## config.mk

```make
export PLATFORM = sky130hd
export DESIGN_NAME = shift_seq_flat
export DESIGN_NICKNAME = d
export VERILOG_FILES = /design/src/rtl/shift_seq_if.sv /design/src/rtl/shift_seq.sv /design/src/flat_wrapper.sv
export SDC_FILE = /design/constraint.sdc
export NUM_CORES = 1
export LEC_CHECK = 0
export CORE_MARGIN = 2
export CORE_UTILIZATION = 50
export CTS_BUF_LIST = sky130_fd_sc_hd__clkbuf_8
export CTS_CLUSTER_SIZE = 10
export DETAILED_ROUTE_END_ITERATION = 10
export DONT_BUFFER_PORTS = 1
export HOLD_SLACK_MARGIN = 0.05
export PLACE_DENSITY = 0.68
export SYNTH_ARGS = -nofsm -noshare
export SYNTH_HDL_FRONTEND = slang
export SYNTH_SLANG_ARGS = --single-unit
```

## constraint.sdc

```tcl
create_clock -name clock -period 2.4 [get_ports clock]
set_input_delay 0.72 -clock clock [delete_from_list [all_inputs] [get_ports clock]]
set_output_delay 0.72 -clock clock [all_outputs]
set_load 0.02 [all_outputs]
```

## src/rtl/shift_seq_if.sv

```systemverilog
// Request/result handshake bundle for the shift sequencer.
// master: execute-stage issue logic and writeback consumer.
// slave:  the shift sequencer itself.
interface shift_seq_if;
    logic        start;
    logic [1:0]  op;
    logic [31:0] data_in;
    logic [4:0]  shamt;
    logic        flush;
    logic        result_ready;
    logic        ready;
    logic        busy;
    logic [31:0] result;
    logic        result_valid;

    modport master (
        output start, op, data_in, shamt, flush, result_ready,
        input  ready, busy, result, result_valid
    );

    modport slave (
        input  start, op, data_in, shamt, flush, result_ready,
        output ready, busy, result, result_valid
    );
endinterface

```

## src/rtl/shift_seq.sv

```systemverilog
// Multi-cycle shift sequencer: SLL/SRL/SRA of a 32-bit operand, one
// power-of-two stage (16,8,4,2,1) per clock for each set bit of the amount.
//
// state | meaning
// ------+-----------------------------------------------------------
// IDLE  | ready for a request; start samples operand, op and amount
// SHIFT | applying the highest remaining power-of-two stage per edge
// DONE  | result_valid high, waiting for result_ready
module shift_seq (
    input  logic        clock,
    input  logic        reset,
    shift_seq_if.slave  bus
);

    typedef enum logic [1:0] {
        IDLE  = 2'd0,
        SHIFT = 2'd1,
        DONE  = 2'd2
    } state_t;

    state_t      state;
    logic [31:0] acc;
    logic [4:0]  rem;
    logic [1:0]  op_q;
    logic        sign_q;
    logic [31:0] result_q;

    // Stage select: the one-hot of rem's highest set bit is also the
    // numeric shift amount of that stage (16, 8, 4, 2 or 1).
    logic [4:0]  stage;
    logic [4:0]  rem_next;
    logic [31:0] acc_next;

    // Pick the highest set bit of rem and apply that stage to acc.
    always_comb begin
        stage    = 5'b00000;
        rem_next = rem;
        acc_next = acc;
        if (rem[4])      stage = 5'b10000;
        else if (rem[3]) stage = 5'b01000;
        else if (rem[2]) stage = 5'b00100;
        else if (rem[1]) stage = 5'b00010;
        else if (rem[0]) stage = 5'b00001;
        rem_next = rem & ~stage;
        case (op_q)
            2'b01:   acc_next = acc >> stage;
            2'b10:   acc_next = (acc >> stage) |
                                ({32{sign_q}} & ~(32'hFFFF_FFFF >> stage));
            default: acc_next = acc << stage;
        endcase
    end

    // Sequencer state, working registers and the registered result.
    always_ff @(posedge clock or negedge reset) begin
        if (!reset) begin
            state    <= IDLE;
            acc      <= 32'd0;
            rem      <= 5'd0;
            op_q     <= 2'b00;
            sign_q   <= 1'b0;
            result_q <= 32'd0;
        end else if (bus.flush) begin
            // Abort wins over everything else; result keeps its last value.
            state <= IDLE;
            rem   <= 5'd0;
        end else begin
            case (state)
                IDLE: begin
                    if (bus.start) begin
                        acc    <= bus.data_in;
                        rem    <= bus.shamt;
                        op_q   <= bus.op;
                        sign_q <= bus.data_in[31];
                        if (bus.shamt == 5'd0) begin
                            result_q <= bus.data_in;
                            state    <= DONE;
                        end else begin
                            state <= SHIFT;
                        end
                    end
                end
                SHIFT: begin
                    acc <= acc_next;
                    rem <= rem_next;
                    if (rem_next == 5'd0) begin
                        result_q <= acc_next;
                        state    <= DONE;
                    end
                end
                DONE: begin
                    // start here is deliberately ignored, never queued.
                    if (bus.result_ready) state <= IDLE;
                end
                default: state <= IDLE;
            endcase
        end
    end

    // Handshake outputs are pure state decodes; no input-to-output path.
    assign bus.ready        = (state == IDLE);
    assign bus.busy         = (state != IDLE);
    assign bus.result_valid = (state == DONE);
    assign bus.result       = result_q;

endmodule
```

## src/flat_wrapper.sv

```systemverilog
// flat-port wrapper written by rule: the top's interface ports become plain ports
module shift_seq_flat 
  (clock, reset, bus_start, bus_op, bus_data_in, bus_shamt, bus_flush, bus_result_ready, bus_ready, bus_busy, bus_result, bus_result_valid);
  shift_seq_if bus_i ();
  input  logic clock;
  input  logic reset;
  input wire logic [$bits(bus_i.start)-1:0] bus_start;
  input wire logic [$bits(bus_i.op)-1:0] bus_op;
  input wire logic [$bits(bus_i.data_in)-1:0] bus_data_in;
  input wire logic [$bits(bus_i.shamt)-1:0] bus_shamt;
  input wire logic [$bits(bus_i.flush)-1:0] bus_flush;
  input wire logic [$bits(bus_i.result_ready)-1:0] bus_result_ready;
  output wire logic [$bits(bus_i.ready)-1:0] bus_ready;
  output wire logic [$bits(bus_i.busy)-1:0] bus_busy;
  output wire logic [$bits(bus_i.result)-1:0] bus_result;
  output wire logic [$bits(bus_i.result_valid)-1:0] bus_result_valid;
  assign bus_i.start = bus_start;
  assign bus_i.op = bus_op;
  assign bus_i.data_in = bus_data_in;
  assign bus_i.shamt = bus_shamt;
  assign bus_i.flush = bus_flush;
  assign bus_i.result_ready = bus_result_ready;
  assign bus_ready = bus_i.ready;
  assign bus_busy = bus_i.busy;
  assign bus_result = bus_i.result;
  assign bus_result_valid = bus_i.result_valid;
  shift_seq u_core (.clock(clock), .reset(reset), .bus(bus_i));
endmodule
```

* After elaboration in Yosys (flattened, before gate mapping)
Index checks and enable logic that the tools add are counted. W data, S select, Z words.
Word-level totals: logic and storage cells 57, flip-flop bits (word level) 74, output and inout port bits 35
Operators by class: shift-type cells 3, bitwise gates (word level) 6, reductions and logical operators 11, multiplexer cells 21, equality and inequality tests 10
Operators with widths (number):
- $pmux W32 S2 | 3
- $mux W32 | 4
- $and A32 B32 Y32 | 1
- $not A32 Y32 | 1
- $or A32 B32 Y32 | 1
- $shl A32 B5 Y32 | 1
- $shr A32 B5 Y32 | 1
- $shr A32 B5 Y32 const A | 1
- $mux W5 | 6
- $logic_not A5 Y1 | 2
- $mux W2 | 5
- $pmux W5 S2 | 1
- $reduce_and A3 Y1 | 3
- $ne A3 B3 Y1 const B | 2
- $pmux W2 S3 | 1
- $and A5 B5 Y5 | 1
- $not A5 Y5 | 1
- $reduce_and A5 Y1 | 1
- $eq A2 B1 Y1 const B | 2
- $eq A2 B2 Y1 const B | 2
- $ne A2 B1 Y1 const B | 2
- $reduce_bool A2 Y1 | 2
- $ne A3 B2 Y1 const B | 1
- $reduce_bool A3 Y1 | 1
- other kinds (5) | 5

* Depth between registers and ports, before layout
Gate-level depths: netlist (run 1).
depth in word-level cells 12, depth in mapped cells 11, mapped depth without buffers 8

* Least setup slack after synthesis (run 1)
No wires, ideal clock.
kind input port to flip-flop, from input bus_shamt[3], to register u_core.result_q[14] (netlist: u_core.bus.result[14]), buffers on the path 2, setup slack -0.097 ns, cell stages on the path 6, arrival time 2.372 ns, setup time 0.125 ns, required time 2.275 ns, cell sequence or4_1 > o21bai_1 > o211a_1 > clkbuf_1 > buf_2 > mux2_2
Between the ends: longest elaborated chain between the ends 3
Ends and longest elaborated chain:
- from (decl) | line flat_wrapper.sv:10 | input wire logic [$bits(bus_i.shamt)-1:0] bus_shamt;
- $logic_not A5 Y1 | line shift_seq.sv:74 | if (bus.shamt == 5'd0) begin
- $ne A2 B1 Y1 (no source line)
- $reduce_and A5 Y1 (no source line)
- to (signal assigned) | line shift_seq.sv:75 | result_q <= bus.data_in;
- to (signal assigned) | line shift_seq.sv:86 | result_q <= acc_next;
- to (decl) | line shift_seq.sv:26 | logic [31:0] result_q;
No other way between the ends. A chain may end at the register's enable or synchronous reset.

* Final worst setup path (run 1)
from register u_core.rem[2], to register u_core.result_q[23] (netlist: u_core.bus.result[23])
Between the ends: longest elaborated chain between the ends 10
Ends and longest elaborated chain:
- from (decl) | line shift_seq.sv:23 | logic [4:0] rem;
- from (signal assigned) | line shift_seq.sv:71 | rem <= bus.shamt;
- from (signal assigned) | line shift_seq.sv:84 | rem <= rem_next;
- $mux W5 | line shift_seq.sv:41 | else if (rem[2]) stage = 5'b00100;
- $mux W5 | line shift_seq.sv:40 | else if (rem[3]) stage = 5'b01000;
- $mux W5 | line shift_seq.sv:39 | if (rem[4]) stage = 5'b10000;
- $shr A32 B5 Y32 | line shift_seq.sv:48 | ({32{sign_q}} & ~(32'hFFFF_FFFF >> stage));
- $not A32 Y32 | line shift_seq.sv:48
- $and A32 B32 Y32 | line shift_seq.sv:48
- $or A32 B32 Y32 | line shift_seq.sv:47 | 2'b10: acc_next = (acc >> stage) |
- $pmux W32 S2 | line shift_seq.sv:45 | case (op_q)
- $mux W32 | line shift_seq.sv:85 | if (rem_next == 5'd0) begin
- $pmux W32 S2 | line shift_seq.sv:67 | case (state)
Parallel ways exist; a longest one is shown, timed or not. The select of a mux whose other input is x is not followed.

==> results_dict.tcl, run 1 <==
set metrics [dict create \
    rows 41 \
    synthCells 839 \
    gp_congestion 1.18 \
    relSlewSlack_pct 49.8 \
    grt_use_met2_pct 66.0 \
    dpl.hpwl_mm 24.0 \
    status "finished with violations" \
    reg2reg_setup_slack_ns -0.19 \
    dr.pass1.iters 6 \
    dieWidth_um 118 \
    syn_to_final_growth_pct 38.5 \
    seq_area_um2 1860 \
    ir_worst_vdd_v 0.000587 \
    fillers 1024 \
    cellLeakagePower_nw 3.72 \
    synth_edf_count 0 \
    cts.path.max_buffers 2 \
    grt_usage_pct 46.8 \
    route.detailed.drc 0 \
    met3_usage_pct 17.6 \
    syn_area_um2 6460 \
    ff2ff_path_depth 8 \
    skew_ns 0.0107 \
    cts_num_sinks 74 \
    ys_ff_latch 74 \
    min_path_type "in -> async" \
    violations "negative setup slack" \
    fmax_ghz 0.386 \
    nets 996 \
    tightest_slew_ns 0.753 \
    grt_use_met1_pct 60.4 \
    critPathKind "reg -> reg" \
    synth_area_leader_cell "dfrtp_1" \
    critPathRequiredTime_ns 2.67 \
    start_util_pct 51.2 \
    p_sw_w 0.00403 \
    synth-main-ff-cell "dfrtp_1" \
    clkPwrFrac_pct 14.9 \
    grt_first_pass_wirelength_mm 48.9 \
    fp.coreArea_um2 12600 \
    drv_slew 0 \
    fin_crit_ns 2.59 \
    drt_iter0_drc 1368 \
    cp-start-kind "flip-flop" \
    worstPathMaxFanout 6 \
    wl_per_cell_um 30.2 \
    pwr-share-comb_pct 52.4 \
    synth.distinct_cells 79 \
    overflow 0 \
    routed_wl_mm 34.0 \
    grt-busiest-layer "met2" \
    rsz0062_at_grt "yes" \
    synth_fp_nets 885 \
    antenna_cells 0 \
    async_reset_ff_share_pct 100 \
    hold_violations 0 \
    vias 8311 \
    synth-seq-area-share_pct 28.7 \
    end_kind "flip-flop" \
    finalHoldWorstSlack_ns 0.0138 \
    clk-insertion-delay-late_ns 0.39 \
    place_area_um2 7550 \
    p_sw_share_pct 48.5 \
    clkTransAtPathRegs_ns 0.09 \
    fin_ws_ns -0.191 \
    synth_top_area_share_pct 28.7 \
    viasPerCell 7.37 \
    stdcell_area_um2 8950 \
    antenna_found_initial 1 \
    timing.max_cap.violations 0 \
    multi_input_area_um2 4880 \
    synth_most_common_cell "nand2_1" \
    synth.avg_cell_area_um2 7.70 \
    cellPowerDensity_nw_per_um2 927 \
    synth_area_leaders "dfrtp_1 29%, o21ai_0 6.0%, nand2_1 5.5%" \
    yosysWarnings 0 \
    setup_viol 45 \
    fin_cells 1127 \
    worstReg2RegEnd "u_core.bus.result[23]" \
    dp.cells 1076 \
    fin_crit_sh_pct 108 \
    grt_pass1_vias 7809 \
    arrival_ns 2.86 \
    cts_tree "done" \
    power_w 0.00830 \
    dieHeight_um 118 \
    ys_top_cells_by_count "94 x nand2_1, 78 x o21ai_0, 74 x dfrtp_1, 73 x nor2_1, 71 x clkbuf_1" \
    htree_levels 3 \
    io_pins 79 \
    grt_max_degree 75 \
    cts_inserted_buffers 9 \
    io_buffers 0 \
    route.antenna.remaining_nets 0 \
    root_buffer "clkbuf_8" \
    intPower_w 0.00427 \
    die-area_um2 13800 \
    drive_gt1_share_pct 37.0 \
    rr_startpoint "u_core.rem[2]" \
    seqPwrFrac_pct 32.7 \
]
[worst max path at each step]
stage | startpoint | slack [ns] | endpoint
3_3_place_gp | u_core.rem[4] | -0.48 | u_core.acc[22]
3_5_place_dp | u_core.rem[4] | -0.45 | u_core.acc[22]
5_1_grt | u_core.rem[4] | -0.20 | u_core.bus.result[23]
6_report | u_core.rem[2] | -0.19 | u_core.bus.result[23]
2_1_floorplan | bus_shamt[3] | 0.009 | u_core.bus.result[14]
4_1_cts | u_core.rem[2] | -0.09 | u_core.acc[20]
[per-layer routing]
metal | up-vias | wire (µm)
met4 | 2 | 2720
met2 | 769 | 13900
met5 | - | 13
met1 | 3927 | 12100
met3 | 249 | 5210
li1 | 3364 | -
[worst max-delay path: stages, from the launching register on]
cell	delay, ns
dfrtp_2	0.45
or4b_4	0.62
buf_12	0.17
buf_8	0.13
mux2_2	0.29
mux2i_4	0.21
nor2_2	0.08
o22a_1	0.24
mux2_4	0.28
[logic make-up after synthesis]
logic type	after synthesis	synth area share, %
AO/OA/AOI/OAI	323	33.8
adder cells (fa/ha/maj)	2	0.387
buffers and inverters	118	7.65
flip-flops	74	28.7
multiplexers	59	9.97
AND/OR/NAND/NOR	263	19.5
[per-stage QoR]
step	setup slack (ns)	utilization, %	TNS, ns
floorplan	0.00872	-	0
global placement	-0.482	59.9	-8.43
detailed placement	-0.446	59.9	-10.29
CTS	-0.0881	66.2	-0.778
global route	-0.198	70.9	-6.29
finish	-0.191	70.9	-3.68
[layout make-up]
type | instances | area share (%)
Clock buffer | 10 | 1.54
Inverter | 19 | 0.839
Clock inverter | 6 | 1.19
Multi-Input combinational cell | 647 | 54.5
Timing Repair Buffer | 199 | 18.8
Tap cell | 172 | 2.40
Sequential cell | 74 | 20.7
[state kept, by name (all words and copies together) (netlist names)]
register,count
u_core.acc,32
u_core.bus.result,32
u_core.rem,5
u_core.op_q,2
u_core.state,2
u_core.sign_q,1
[what timing repair did]
action | in CTS | in global routing
setup buffers | 17 | 16
cloned | 1 | 1
hold endpoints to repair | 74 | 74
resized for setup | 91 | 99
pin swaps | 23 | 44
endpoints found under the setup margin | 58 | 64
[power groups by stage]
stage	Sequential (W)	Combinational, W	Clock (W)
5_1_grt	0.00271	0.00450	0.00130
2_1_floorplan	0.00219	0.00210	0
6_report	0.00271	0.00435	0.00124
3_5_place_dp	0.00262	0.00333	0
3_3_place_gp	0.00262	0.00331	0
4_1_cts	0.00262	0.00369	0.00124
[placed cells by master, fill, tap and decap left out, types with 5 or more instances in the layout]
cell type	n
nor2b_1	9
nor3b_1	5
o22ai_1	18
a22oi_1	9
inv_1	19
o211ai_1	9
nor2_1	66
mux2i_1	22
mux2_2	13
nor3_1	12
a21oi_1	44
dfrtp_1	71
mux2i_2	6
a211oi_1	8
buf_4	169
o221ai_1	15
clkbuf_8	10
mux2i_4	7
o31ai_1	19
a31oi_1	14
nand2_1	92
a221oi_2	5
a221o_1	8
o21ai_0	62
a221oi_1	5
o21bai_1	5
a21oi_2	8
buf_6	20
buf_12	7
nand2b_1	7
nor2_2	5
nand3_1	15
o21ai_1	13
mux2_4	10
Power figures use the tool's default switching activity.
==> run 2, diff against run 1 <==
--- a/config.mk
+++ b/config.mk
@@ -12,7 +12,6 @@
 export DETAILED_ROUTE_END_ITERATION = 10
 export DONT_BUFFER_PORTS = 1
 export HOLD_SLACK_MARGIN = 0.05
-export PLACE_DENSITY = 0.68
 export SYNTH_ARGS = -nofsm -noshare
 export SYNTH_HDL_FRONTEND = slang
 export SYNTH_SLANG_ARGS = --single-unit
==> constraint.sdc (replaced) <==
create_clock -name clock -period 2.63 [get_ports clock]
set_input_delay 0.789 -clock clock [delete_from_list [all_inputs] [get_ports clock]]
set_output_delay 0.789 -clock clock [all_outputs]
set_load 0.02 [all_outputs]
==> results_dict.tcl, run 2 (same netlist as run 1, synthesis figures left out) <==
set metrics [dict create \
    grt_first_pass_wirelength_mm 47.7 \
    route.detailed.drc 0 \
    dieWidth_um 118 \
    grt_max_degree 75 \
    routed_wl_mm 32.4 \
    critPathRequiredTime_ns 2.90 \
    vias 7999 \
    antenna_cells 0 \
    relSlewSlack_pct 45.6 \
    place_ws_ns -0.172 \
    min_path_type "in -> async" \
    route.antenna.remaining_nets 0 \
    cts_tree "done" \
    rsz0062_at_grt "yes" \
    place_area_um2 7290 \
    fmax_ghz 0.379 \
    grt_pass1_vias 7473 \
    dr.pass1.iters 8 \
    cellLeakagePower_nw 3.23 \
    arrival_ns 2.91 \
    drt_iter0_drc 1552 \
    startpoint "u_core.rem[3]" \
    hold_violations 0 \
    fin_crit_ns 2.64 \
    timing.max_cap.violations 0 \
    violations "negative setup slack" \
    status "finished with violations" \
    seqPwrFrac_pct 35.4 \
    rows 41 \
    worstReg2RegEnd "u_core.bus.result[14]" \
    pwr-share-comb_pct 49.5 \
    viasPerCell 7.52 \
    drive_gt1_share_pct 26.3 \
    clkTransAtPathRegs_ns 0.09 \
    fp.coreArea_um2 12600 \
    cts.path.max_buffers 2 \
    reg2reg_setup_slack_ns -0.009 \
    grt_usage_pct 45.9 \
    end_kind "flip-flop" \
    dpl.hpwl_mm 23.8 \
    critPathKind "reg -> reg" \
    root_buffer "clkbuf_8" \
    cellPowerDensity_nw_per_um2 862 \
    clk-insertion-delay-late_ns 0.39 \
    overflow 0 \
    skew_ns 0.00920 \
    gp_congestion 1.18 \
    p_sw_share_pct 50.0 \
    wl_per_cell_um 30.4 \
    htree_levels 3 \
    intPower_w 0.00338 \
    drv_slew 0 \
    cts_inserted_buffers 9 \
    nets 932 \
    io_buffers 0 \
    cp-start-kind "flip-flop" \
    setup_viol 1 \
    worstPathMaxFanout 8 \
    final_common_cell "buf_4" \
    fin_ws_ns -0.00882 \
    fin_crit_sh_pct 100 \
    antenna_found_initial 0 \
    ir_worst_vdd_v 0.000559 \
    io_pins 79 \
    rr_startpoint "u_core.rem[3]" \
    p_sw_w 0.00339 \
    die-area_um2 13800 \
    stdcell_area_um2 7850 \
    tightest_slew_ns 0.806 \
    cts_num_sinks 74 \
    layout_common_cells "122 x buf_4, 93 x nand2_1, 75 x o21ai_0" \
    syn_to_final_growth_pct 21.4 \
    ff2ff_path_depth 8 \
    start_util_pct 51.2 \
    dieHeight_um 118 \
    clkPwrFrac_pct 15.1 \
]
run 2: changes by cell type in the layout (fill, tap and decap cells not counted), sizes merged:
cell / previous run / this run
buf: 198 / 135
bufinv: 3 / 2
clkbuf: 11 / 9
clkinv: 2 / 3
clkinvlp: 1 / 4
inv: 19 / 17
run 2: power by group through the flow:
stage                     combinational [W]  clock, W  sequential (W)
after floorplan                     0.00192         0         0.00200
after global placement              0.00294         0         0.00236
after detailed placement            0.00296         0         0.00237
after CTS                           0.00300   0.00103         0.00234
after global routing                0.00346   0.00109         0.00240
final                               0.00335   0.00102         0.00240
run 2: stage by stage:
stage          hold WS (ns)  std cells  utilization [%]  TNS (ns)  power, W
2_1_floorplan         0.493        839                -         0   0.00392
3_3_place_gp          0.495       1038             57.8    -0.316   0.00530
3_5_place_dp          0.495       1038             57.8    -0.690   0.00533
4_1_cts              0.0750       1055             59.8         0   0.00637
5_1_grt              0.0682       1063             62.2    -0.110   0.00695
6_report             0.0818       1063             62.2  -0.00882   0.00677
run 2: worst max-delay path, cell delays in order, from the launching register on:
cell and delay [ns]:
dfrtp_2 0.46, or4b_4 0.63, buf_12 0.18, buf_12 0.12, mux2i_1 0.32, a221oi_1 0.13
a22oi_1 0.25, a31oi_1 0.14, mux2_2 0.28
run 2: final cells by class:
class / instances / area (µm²)
multi-input cells: 647 / 4360
inverters: 19 / 78.8
fillers: 1156 / 4770
flip-flops and latches: 74 / 1850
repair buffers: 135 / 1120
well taps: 172 / 215
clock buffers: 9 / 124
clock inverters: 7 / 93.8
run 2: what timing repair did:
item	4_1_cts	5_1_grt
setup endpoints to repair	16	48
pin swaps	1	16
gates resized for setup	6	49
setup buffers	1	9
hold buffers	0	0
cloned	0	0
run 2: metal layers:
metal,up-vias,GRT usage (%),share of wire [%]
met3,222,15.0,15
met4,0,25.9,7.5
met5,-,0,0
li1,3246,-,-
met1,3755,59.4,36
met2,776,67.4,42
run 2: worst max-delay path by stage:
stage / endpoint / slack [ns] / cells after the start
finish: u_core.bus.result[14] / -0.009 / 8
CTS: u_core.acc[8] / 0.001 / 8
global route: u_core.acc[9] / -0.06 / 9
global placement: u_core.bus.result[11] / -0.11 / 9
detailed placement: u_core.acc[11] / -0.17 / 9
floorplan: u_core.bus.result[14] / 0.06 / 6
==> run 3, diff against run 2 <==
--- a/config.mk
+++ b/config.mk
@@ -7,11 +7,10 @@
 export LEC_CHECK = 0
 export CORE_MARGIN = 2
 export CORE_UTILIZATION = 50
-export CTS_BUF_LIST = sky130_fd_sc_hd__clkbuf_8
 export CTS_CLUSTER_SIZE = 10
 export DETAILED_ROUTE_END_ITERATION = 10
-export DONT_BUFFER_PORTS = 1
 export HOLD_SLACK_MARGIN = 0.05
+export PLACE_DENSITY = 0.73
 export SYNTH_ARGS = -nofsm -noshare
 export SYNTH_HDL_FRONTEND = slang
 export SYNTH_SLANG_ARGS = --single-unit
==> results_dict.tcl, run 3 (same netlist as run 1, synthesis figures left out) <==
set metrics [dict create \
    clk-insertion-delay-late_ns 0.35 \
    critPathSlowestCell "or4b_4" \
    grt_usage_pct 46.8 \
    met2_wirelength_mm 13.3 \
    place_ws_ns -0.276 \
    final_common_cell "buf_4" \
    crit_family "compound AO/OA/AOI/OAI gates" \
    timing.critical_path.buf_inv 2 \
    min_path_type "in -> async" \
    multi_input_area_um2 4390 \
    start_util_pct 51.2 \
    wl_per_cell_um 28.9 \
    fin_tns_setup_ns -0.0218 \
    cts_num_sinks 74 \
    ir_worst_vdd_v 0.000752 \
    root_buffer "clkbuf_16" \
    htree_levels 3 \
    viasPerCell 7.32 \
    antenna_found_initial 1 \
    skew_ns 0.00640 \
    relSlewSlack_pct 52.7 \
    fin_crit_sh_pct 100 \
    tightest_slew_ns 0.701 \
    wl_met1_mm 12.1 \
    cts_tree "done" \
    critPathRequiredTime_ns 2.87 \
    cts_inserted_buffers 9 \
    nets 1028 \
    rows 41 \
    fmax_ghz 0.378 \
    io_pins 79 \
    dieWidth_um 118 \
    grt_first_pass_wirelength_mm 49.2 \
    fin_ws_ns -0.0125 \
    gp_congestion 1.15 \
    layout_common_cells "138 x buf_4, 93 x nand2_1, 77 x clkdlybuf4s50_1" \
    dr_wl_met3_mm 5.50 \
    drt_iter0_drc 1953 \
    cellLeakagePower_nw 3.63 \
    ff2ff_path_depth 8 \
    dpl.hpwl_mm 23.9 \
    drive_gt1_share_pct 26.7 \
    routed_wl_mm 33.4 \
    fin_crit_ns 2.64 \
    violations "negative setup slack" \
    timing.max_cap.violations 0 \
    syn_to_final_growth_pct 36.9 \
    fp.coreArea_um2 12600 \
    cts.path.max_buffers 2 \
    setup_viol 3 \
    worstPathCellList "or4b_4 -> buf_6 -> buf_4 -> a22oi_2 -> o31ai_1 -> a221o_1 -> o22a_1 -> mux2_2" \
    io_buffers 78 \
    route.antenna.remaining_nets 0 \
    place_area_um2 8210 \
    highest_layer "met5" \
    arrival_ns 2.88 \
    cp_slowest_stage_delay_ns 0.62 \
    route.detailed.drc 0 \
    cp-start-kind "flip-flop" \
    rsz0062_at_grt "yes" \
    drv_slew 0 \
    vias 8478 \
    die-area_um2 13800 \
    antenna_cells 0 \
    cellPowerDensity_nw_per_um2 855 \
    stdcell_area_um2 8850 \
    hold_violations 0 \
    end_kind "flip-flop" \
    clkTransAtPathRegs_ns 0.06 \
    critPathKind "reg -> reg" \
    fillers 1056 \
    status "finished with violations" \
    dieHeight_um 118 \
    worstPathMaxFanout 7 \
    grt_pass1_vias 8118 \
    grt_max_degree 50 \
    seq_area_um2 1850 \
    path_depth 8 \
    overflow 0 \
    dr.pass1.iters 9 \
]
[run 3: changes by cell type in the layout (fill, tap and decap cells not counted), sizes merged]
cell / previous run / this run
clkinvlp: 4 / 2
inv: 17 / 20
clkbuf: 9 / 10
buf: 135 / 153
bufinv: 2 / 0
clkdlybuf4s50: 0 / 77
[run 3: what timing repair did]
| action | CTS | global route |
|---|---|---|
| gates resized for setup | 2 | 65 |
| setup endpoints to repair | 5 | 53 |
| hold buffers | 0 | 0 |
| cloned | 0 | 1 |
| pin swaps | 1 | 16 |
| buffers inserted | 1 | 10 |
[run 3: metal layers]
| layer | vias to the layer above | GRT usage [%] |
|---|---|---|
| li1 | 3433 | - |
| met1 | 3968 | 62.0 |
| met2 | 834 | 65.7 |
| met3 | 241 | 17.6 |
| met4 | 2 | 25.5 |
| met5 | - | 0 |
[run 3: worst paths after layout]
check | slack (ns) | endpoint | start
worst min-delay path | 0.38 | u_core.acc[25] | reset
min in group clock | 0.48 | u_core.bus.result[0] | u_core.bus.result[0]
max in group asynchronous | 1.65 | u_core.acc[10] | reset
worst max-delay path | -0.01 | u_core.bus.result[23] | u_core.rem[4]
worst min register to register | 0.48 | u_core.bus.result[0] | u_core.bus.result[0]
worst max register to register | -0.01 | u_core.bus.result[23] | u_core.rem[4]
[run 3: worst register-to-register path: cells and delay by family (launching register included)]
kind                   cells  cell delay, ns
DFF                        1            0.45
buffers and inverters      2            0.32
and+or+nand+nor            1            0.62
muxes                      1            0.27
AOI/OAI and AO/OA          4            0.88
[run 3: cell type report]
| type | count | area share (%) |
|---|---|---|
| multi-input cells | 647 | 49.7 |
| repair buffers | 231 | 23.1 |
| flip-flops and latches | 74 | 21.0 |
| clock buffers | 9 | 2.55 |
| well taps | 172 | 2.43 |
| inverters | 19 | 0.806 |
| clock inverters | 6 | 0.481 |
[run 3: through the flow]
step           util [%]  instances  hold WS, ns  power [W]
6_report           70.1       1158        0.376    0.00756
5_1_grt            70.1       1158        0.406    0.00777
4_1_cts            67.3       1148        0.391    0.00710
3_5_place_dp       65.0       1132        0.474    0.00591
3_3_place_gp       65.0       1132        0.462    0.00586
2_1_floorplan         -        839        0.493    0.00392
[run 3: power by group]
group | total (W) | switching (W) | leakage [nW] | internal, W
clock | 0.00116 | 0.000527 | 0.128 | 0.000636
sequential | 0.00215 | 0.000642 | 0.905 | 0.00151
combinational | 0.00425 | 0.00240 | 2.60 | 0.00185
total | 0.00756 | 0.00357 | 3.63 | 0.00399
